==> src/rtl/cmp_rr_arbiter.sv <==
// Round-robin arbiter sharing one registered magnitude comparator among N_REQ requesters.
// Optional feature macro: CMP_SIGNED_EN adds a per-requester sgn input for two's-complement compares.
module cmp_rr_arbiter #(
    parameter int N_REQ = 4,
    parameter int WIDTH = 8,
    parameter int IDW   = 2
) (
    input  logic                     clk,
    input  logic                     rst_n,
    input  logic [N_REQ-1:0]         req,
    input  logic [N_REQ*WIDTH-1:0]   a_in,
    input  logic [N_REQ*WIDTH-1:0]   b_in,
`ifdef CMP_SIGNED_EN
    input  logic [N_REQ-1:0]         sgn,
`endif
    output logic [N_REQ-1:0]         gnt,
    output logic                     busy,
    output logic                     rsp_valid,
    output logic [IDW-1:0]           rsp_id,
    output logic                     rsp_eq,
    output logic                     rsp_gt,
    output logic                     rsp_lt
);

    typedef enum logic [1:0] {
        ST_IDLE  = 2'd0,
        ST_GRANT = 2'd1,
        ST_RESP  = 2'd2
    } state_t;

    state_t                 state_r;
    logic [IDW-1:0]         ptr_r;
    logic [IDW-1:0]         win_r;
    logic [WIDTH-1:0]       a_r;
    logic [WIDTH-1:0]       b_r;
    logic [N_REQ-1:0]       gnt_r;
    logic                   busy_r;
    logic                   rsp_valid_r;
    logic [IDW-1:0]         rsp_id_r;
    logic                   rsp_eq_r;
    logic                   rsp_gt_r;
    logic                   rsp_lt_r;
`ifdef CMP_SIGNED_EN
    logic                   sgn_r;
`endif

    logic                   found_s;
    logic [IDW-1:0]         win_s;
    logic [IDW:0]           scan_s;
    logic [WIDTH-1:0]       a_sel_s;
    logic [WIDTH-1:0]       b_sel_s;
    logic [IDW-1:0]         ptr_next_s;
    logic [2:0]             flags_s;

    // Flags returned as {eq, gt, lt}; signed compare is done by flipping the sign bits.
    function automatic logic [2:0] cmp_flags(input logic [WIDTH-1:0] a,
                                             input logic [WIDTH-1:0] b,
                                             input logic             is_signed);
        logic [WIDTH-1:0] ax;
        logic [WIDTH-1:0] bx;
        ax = a;
        bx = b;
        if (is_signed) begin
            ax[WIDTH-1] = ~a[WIDTH-1];
            bx[WIDTH-1] = ~b[WIDTH-1];
        end else begin
            ax = a;
            bx = b;
        end
        if (ax == bx) begin
            return 3'b100;
        end else if (ax > bx) begin
            return 3'b010;
        end else begin
            return 3'b001;
        end
    endfunction

    // Pick the first asserted request scanning upward from the round-robin pointer.
    always_comb begin
        found_s = 1'b0;
        win_s   = {IDW{1'b0}};
        scan_s  = {(IDW+1){1'b0}};
        for (int i = 0; i < N_REQ; i++) begin
            scan_s = {1'b0, ptr_r} + (IDW+1)'(i);
            if (scan_s >= (IDW+1)'(N_REQ)) begin
                scan_s = scan_s - (IDW+1)'(N_REQ);
            end else begin
                scan_s = scan_s;
            end
            if (!found_s && req[scan_s[IDW-1:0]]) begin
                found_s = 1'b1;
                win_s   = scan_s[IDW-1:0];
            end else begin
                found_s = found_s;
            end
        end
    end

    // Operand mux for the winner, pointer advance and compare of the latched operands.
    always_comb begin
        a_sel_s    = a_in[int'(win_s)*WIDTH +: WIDTH];
        b_sel_s    = b_in[int'(win_s)*WIDTH +: WIDTH];
        if (win_r == IDW'(N_REQ-1)) begin
            ptr_next_s = {IDW{1'b0}};
        end else begin
            ptr_next_s = win_r + IDW'(1);
        end
`ifdef CMP_SIGNED_EN
        flags_s    = cmp_flags(a_r, b_r, sgn_r);
`else
        flags_s    = cmp_flags(a_r, b_r, 1'b0);
`endif
    end

    // Arbitration FSM: grant and latch, then compare and strobe, then one idle cycle.
    always_ff @(posedge clk or negedge rst_n) begin
        if (!rst_n) begin
            state_r     <= ST_IDLE;
            ptr_r       <= {IDW{1'b0}};
            win_r       <= {IDW{1'b0}};
            a_r         <= {WIDTH{1'b0}};
            b_r         <= {WIDTH{1'b0}};
            gnt_r       <= {N_REQ{1'b0}};
            busy_r      <= 1'b0;
            rsp_valid_r <= 1'b0;
            rsp_id_r    <= {IDW{1'b0}};
            rsp_eq_r    <= 1'b0;
            rsp_gt_r    <= 1'b0;
            rsp_lt_r    <= 1'b0;
`ifdef CMP_SIGNED_EN
            sgn_r       <= 1'b0;
`endif
        end else begin
            case (state_r)
                ST_IDLE: begin
                    rsp_valid_r <= 1'b0;
                    if (found_s) begin
                        state_r <= ST_GRANT;
                        gnt_r   <= {{(N_REQ-1){1'b0}}, 1'b1} << win_s;
                        busy_r  <= 1'b1;
                        win_r   <= win_s;
                        a_r     <= a_sel_s;
                        b_r     <= b_sel_s;
`ifdef CMP_SIGNED_EN
                        sgn_r   <= sgn[win_s];
`endif
                    end else begin
                        state_r <= ST_IDLE;
                        gnt_r   <= {N_REQ{1'b0}};
                        busy_r  <= 1'b0;
                    end
                end
                ST_GRANT: begin
                    state_r     <= ST_RESP;
                    gnt_r       <= {N_REQ{1'b0}};
                    busy_r      <= 1'b1;
                    rsp_valid_r <= 1'b1;
                    rsp_id_r    <= win_r;
                    rsp_eq_r    <= flags_s[2];
                    rsp_gt_r    <= flags_s[1];
                    rsp_lt_r    <= flags_s[0];
                    ptr_r       <= ptr_next_s;
                end
                ST_RESP: begin
                    state_r     <= ST_IDLE;
                    gnt_r       <= {N_REQ{1'b0}};
                    busy_r      <= 1'b0;
                    rsp_valid_r <= 1'b0;
                end
                default: begin
                    state_r     <= ST_IDLE;
                    gnt_r       <= {N_REQ{1'b0}};
                    busy_r      <= 1'b0;
                    rsp_valid_r <= 1'b0;
                end
            endcase
        end
    end

    assign gnt       = gnt_r;
    assign busy      = busy_r;
    assign rsp_valid = rsp_valid_r;
    assign rsp_id    = rsp_id_r;
    assign rsp_eq    = rsp_eq_r;
    assign rsp_gt    = rsp_gt_r;
    assign rsp_lt    = rsp_lt_r;

endmodule
==> config.mk <==
export PLATFORM = sky130hd
export DESIGN_NAME = cmp_rr_arbiter
export DESIGN_NICKNAME = d
export VERILOG_FILES = /design/src/rtl/cmp_rr_arbiter.sv
export SDC_FILE = /design/constraint.sdc
export NUM_CORES = 1
export LEC_CHECK = 0
export ABC_AREA = 1
export ABC_CLOCK_PERIOD_IN_PS = 2300
export BUFFER_PORTS_ARGS = -buffer_cell sky130_fd_sc_hd__buf_2
export CORE_ASPECT_RATIO = 1.2
export CORE_MARGIN = 2
export CORE_UTILIZATION = 43
export CTS_CLUSTER_SIZE = 16
export DETAILED_ROUTE_END_ITERATION = 6
export GPL_TIMING_DRIVEN = 0
export PLACE_DENSITY = 0.71
export RECOVER_POWER = 50
export SLEW_MARGIN = 40
export SYNTH_ARGS = -nofsm -noshare
export SYNTH_HDL_FRONTEND = slang
export SYNTH_SLANG_ARGS = --single-unit
==> constraint.sdc <==
create_clock -name clk -period 2.3 [get_ports clk]
set_clock_uncertainty 0.2 [all_clocks]
set_input_delay 0.23 -clock clk [delete_from_list [all_inputs] [get_ports clk]]
set_output_delay 0.23 -clock clk [all_outputs]
set_load 0.01 [all_outputs]
; ---- Yosys cells after proc, flatten, opt, wreduce, memory -nomap -nowiden
; Index checks and enable logic that the tools add are counted.
[totals]
register_bits = 33
input_bits = 70
out_inout_bits = 11
wordCells = 73
[classes]
add_sub_neg = 8
n_lt_le_gt_ge = 9
eq_ne = 3
shifts = 3
muxes = 30
n_reduce_logical = 8
[ops]
columns = op, count
row1 = variable part select 32 x 6 -> 8 bit, 2
row2 = two-way mux 2 bit, 10
row3 = less-than comparator 2 x 3 -> 1 bit (second input constant), 4
row4 = two-way mux 1 bit, 11
row5 = >= comparator 3 bit (second input constant), 3
row6 = binary-select mux 1 bit (select 2 bit), 4
row7 = == test 8 bit, 1
row8 = > comparator 8 bit, 1
row9 = two-way mux 4 bit, 2
row10 = subtractor 2 x 1 -> 2 bit (second input constant), 4
row11 = adder 2 x 2 -> 3 bit (second input constant), 2
row12 = case mux 2 bit (2 select lines), 1
row13 = << shifter 1 x 2 -> 4 bit (first input constant), 1
row14 = adder 2 x 1 -> 3 bit (second input constant), 1
row15 = >= comparator 2 x 3 -> 1 bit (second input constant), 1
row16 = logical AND 1 bit, 3
row17 = logical NOT 1 bit, 3
row18 = two-way mux 3 bit, 1
row19 = adder 2 x 1 -> 2 bit (second input constant), 1
row20 = == test 2 x 1 -> 1 bit (second input constant), 1
row21 = == test 2 bit (second input constant), 1
row22 = logical NOT 2 bit, 1
row23 = case mux 1 bit (2 select lines), 1
row24 = AND reduction 2 bit, 1

; ---- Longest topological paths before layout
[logic_depth]
word_depth = 17
depth_mapped = 16
mapped_depth_nobuf = 14

; ---- Least setup slack after synthesis
; Ideal clock, no wire load.
[synth_path]
kind = register to register
from = register ptr_r[0]
to = register a_r[0]
arrival_ns = 1.563
t_required_ns = 1.983
path_slack_ns = 0.421
path_stages_with_launch = 15
path_buffers = 2
path_cell_list = dfrtp_1 -> buf_6 -> inv_6 -> nand2_1 -> nand3_1 -> nand2_1 -> nor2_4 -> nand3_1 -> nand3_2 -> inv_2 -> buf_4 -> nand3_1 -> nand2_1 -> nand2_1 -> nand2_1
[synth_between]
elab_chain_cells = 15
elab_cells_between_ends = 39
[synth_rtl]
columns = element, line
row1 = from (decl), 32  ; logic [IDW-1:0] ptr_r;
row2 = from (signal assigned), 120  ; ptr_r <= {IDW{1'b0}};
row3 = from (signal assigned), 163  ; ptr_r <= ptr_next_s;
row4 = "parallel branches: the longest is 15 deep, another holds adder 2 x 1 -> 3 bit", -
row5 = to (signal assigned), 122  ; a_r <= {WIDTH{1'b0}};
row6 = to (signal assigned), 143  ; a_r <= a_sel_s;
row7 = to (decl), 34  ; logic [WIDTH-1:0] a_r;
; Several ways; the timed one is not identified. The select of a mux whose other input is x is not followed.
; A chain may end at the register's enable or synchronous reset.

; ---- Worst setup path in the final report
[layout_path]
from = register ptr_r[0]
to = register b_r[5]
[layout_between]
elab_chain_cells = 15
elab_cells_between_ends = 39
[layout_rtl]
columns = element, line
row1 = "parallel branches: the longest is 15 deep, another holds adder 2 x 1 -> 3 bit", -
row2 = to (signal assigned), 123  ; b_r <= {WIDTH{1'b0}};
row3 = to (signal assigned), 144  ; b_r <= b_sel_s;
row4 = to (decl), 35  ; logic [WIDTH-1:0] b_r;
; Several ways; the timed one is not identified. The select of a mux whose other input is x is not followed.

==> qor.txt <==
Flop pwr share - 18.3%
# nets final - 570
clk_lat worst skew - 280 ps
Placer Congestion - 0.851
DR WL/cell - 11.3 um
vias in the first global route - 2,398
TritonCTS clock tree - built
DR iter-0 viols - 120
maxcap violations - 0
die area - 0.00657 mm^2
Slew HR - 49.8%
I/O Buffers - 80
area grow syn2layout - 24.4%
fmax - 0.459 GHz
post-layout min period - 2180 ps
worst-case vdd ir drop - 0.871 mV
Req. time, crit path - 2280 ps
period utilization - 94.6%
Hold Crit Class - input port to flip-flop
Critical Path Source Type - flip-flop
Starting Density - 44.7%
Yosys warnings - 0
Routed Antenna Nets - 0
vias post-DR - 2,695
Seq/Total Area, Yosys - 31.4%
worst-path maximum fanout - 10
Remaining DRCs - 0
clock root cell - clkbuf_8
total CTS buffers - 5
Worst Slack Setup Final - 123 ps
core area - 0.00571 mm^2
Final Power - 5.44 mW
Worst Setup End Kind - flip-flop
pin count of the biggest net entering global routing - 33
flops & latches, synth - 32
Post-Syn Area - 0.00255 mm^2
Int Power - 2.57 mW
All-Layer GR Usage - 20.0%
WL met3 - 339 um
critical path type - flip-flop to flip-flop
measured slew at the worst slew-check pin - 754 ps
gr ovfl total - 0
WL met1 - 2920 um
met2 WL post-DR - 3090 um
CTS Sinks - 32
pre-CTS setup slack - 155 ps
Ant. Diodes - 0
initial antenna violation count - 0
first-pass GRT wire length - 10,400 um
Placement Rows - 30
Routed WL - 6480 um
post-synth cell types - 25
Die Width - 74.3 um
Final Cell Area - 0.00317 mm^2
sw frac - 52.7%
pwr dens - 1710 mW/mm^2
fraction of layout cells with a size suffix above 1 - 23.0%
Mapped Cells - 400
final hold vios - 0
Chip Height - 88.4 um
first-pass detailed-route iteration total - 5
Top Layer Used - met4
clk slew on worst S/H paths - 60 ps
H-Tree Depth - 2
I/O pin count - 81
part of the power in the clock network - 7.3%
sw power - 2.86 mW
Avg Cell Area, Syn - 6.38 um^2
CTS Buffer Depth - 2
Area after DPL - 0.00305 mm^2
Worst Path Arrival - 2160 ps
power share of the combinational group - 74.4%
DP Cell Count - 560
Net Count, Synth - 479
setup TNS - 0 ps
Leak - 1.98 nW
status - complete, no violations
vias per cell - 4.72
non-filler cells, final - 571
# setup viols final - 0
Final Max Slew Viols - 0
DP HPWL - 4980 um
==> cell families (layout without fill, tap and decap cells) <==
logic type	after synthesis	after routing	synth area share (%)
buffers and inverters	107	198	18.4
adders and majority gates	9	9	4.41
and+or+nand+nor	241	241	43.3
AOI/OAI and AO/OA	11	11	2.45
DFF	32	32	31.4
==> area by class of cell <==
| cell class | instances | area, um^2 |
|---|---|---|
| buffer | 19 | 145 |
| clock buffer | 6 | 72.6 |
| clock inverter | 1 | 5.00 |
| fill | 600 | 2530 |
| inverter | 88 | 335 |
| multi-input combinational | 261 | 1300 |
| sequential | 32 | 801 |
| tap | 80 | 100 |
| timing repair buffer | 84 | 417 |
==> stage by stage <==
stage               utilization, %  hold slack, ps
finish                        55.6             130
global route                  55.6             191
CTS                           55.0             127
detailed placement            53.5             108
global placement              53.5             110
floorplan                        -            -266
==> repair_timing <==
| item | CTS | global route |
|---|---|---|
| setup endpoints to repair | 0 | 10 |
| hold endpoints to repair | 32 | 0 |
| buffers inserted | 0 | 1 |
| hold buffers | 1 | 0 |
| resized for setup | 0 | 13 |
==> worst max-delay path: stages (launching register included) <==
cell and delay, ps:
dfrtp_1 380, buf_6 150, inv_6 100, nand2_1 80, nand3_1 110, nand2_2 100, nor2_4 130, nand3_4 160
nand3_4 160, buf_2 190, nand2_1 70, nand3_1 70, nand2_1 60, nand2_1 60, nand2_1 40
==> path summary, 6_finish.rpt <==
kind,cells after the start,start,endpoint,slack [ps]
min in group asynchronous,2,rst_n,gnt[2]$_DFF_PN0_,350
max in group asynchronous,2,rst_n,a_r[6]$_DFFE_PN0P_,1070
setup reg to reg,14,ptr_r[0]$_DFFE_PN0P_,b_r[5]$_DFFE_PN0P_,120
hold / removal,7,b_in[22],b_r[6]$_DFFE_PN0P_,130
setup / recovery,14,ptr_r[0]$_DFFE_PN0P_,b_r[5]$_DFFE_PN0P_,120
hold reg to reg,2,a_r[0]$_DFFE_PN0P_,a_r[0]$_DFFE_PN0P_,280
==> power by group through the flow <==
stage               sequential (mW)  clock [mW]  combinational [mW]
floorplan                      1.00           0                2.96
global placement              0.994           0                3.80
detailed placement             1.00           0                3.85
CTS                           0.993       0.403                3.88
global route                   1.03       0.426                4.61
finish                        0.994       0.397                4.05
==> metal layers <==
layer | global-route usage (%) | vias to the layer above
li1 | - | 1419
met1 | 27.6 | 1172
met2 | 32.9 | 93
met3 | 2.28 | 11
met4 | 6.33 | 0
met5 | 0 | -
==> flip-flops by register name (all words and copies together), names as in the netlist <==
signal,cells
a_r,8
b_r,8
gnt,4
ptr_r,2
rsp_id,2
win_r,2
busy,1
rsp_eq,1
rsp_gt,1
rsp_lt,1
rsp_valid,1
state_r,1
==> cells in the final DEF, fill, tap and decap left out <==
cell           netlist  final
nor3_1               1      1
inv_1               85     84
nand2_4              2      2
clkinv_2             0      1
buf_4                1      5
nor2_4               1      1
clkbuf_2             0      1
nand3_1             41     41
ha_1                 9      9
o21a_1               1      1
a31oi_1              1      1
a21oi_1              3      3
nand4_1             33     33
o22ai_1              1      1
clkbuf_8             0      5
nand2_2              1      4
clkbuf_1             0     12
nor2_1              15     14
nand2_1            143    140
nor2_2               0      1
buf_6                6      6
clkbuf_4             0      2
dfrtp_1             32     32
buf_2               12     77
o21ai_0              3      3
o211ai_1             1      1
nand3_2              2      1
o21ai_1              1      1
nand3_4              2      3
inv_2                2      3
inv_6                1      1
dlygate4sd3_1        0      1
==> cell usage after synthesis, drive strengths merged <==
cell type  instances  share of area, %
o21a               1              0.29
a21oi              3              0.59
o21ai              4              0.78
nand4             33               8.1
nor3               1              0.20
inv               88                13
nand3             45                10
nand2            146                22
o211ai             1              0.29
dfrtp             32                31
a31oi              1              0.25
o22ai              1              0.25
ha                 9               4.4
buf               19               5.3
nor2              16               2.6
Power figures use the tool's default switching activity.
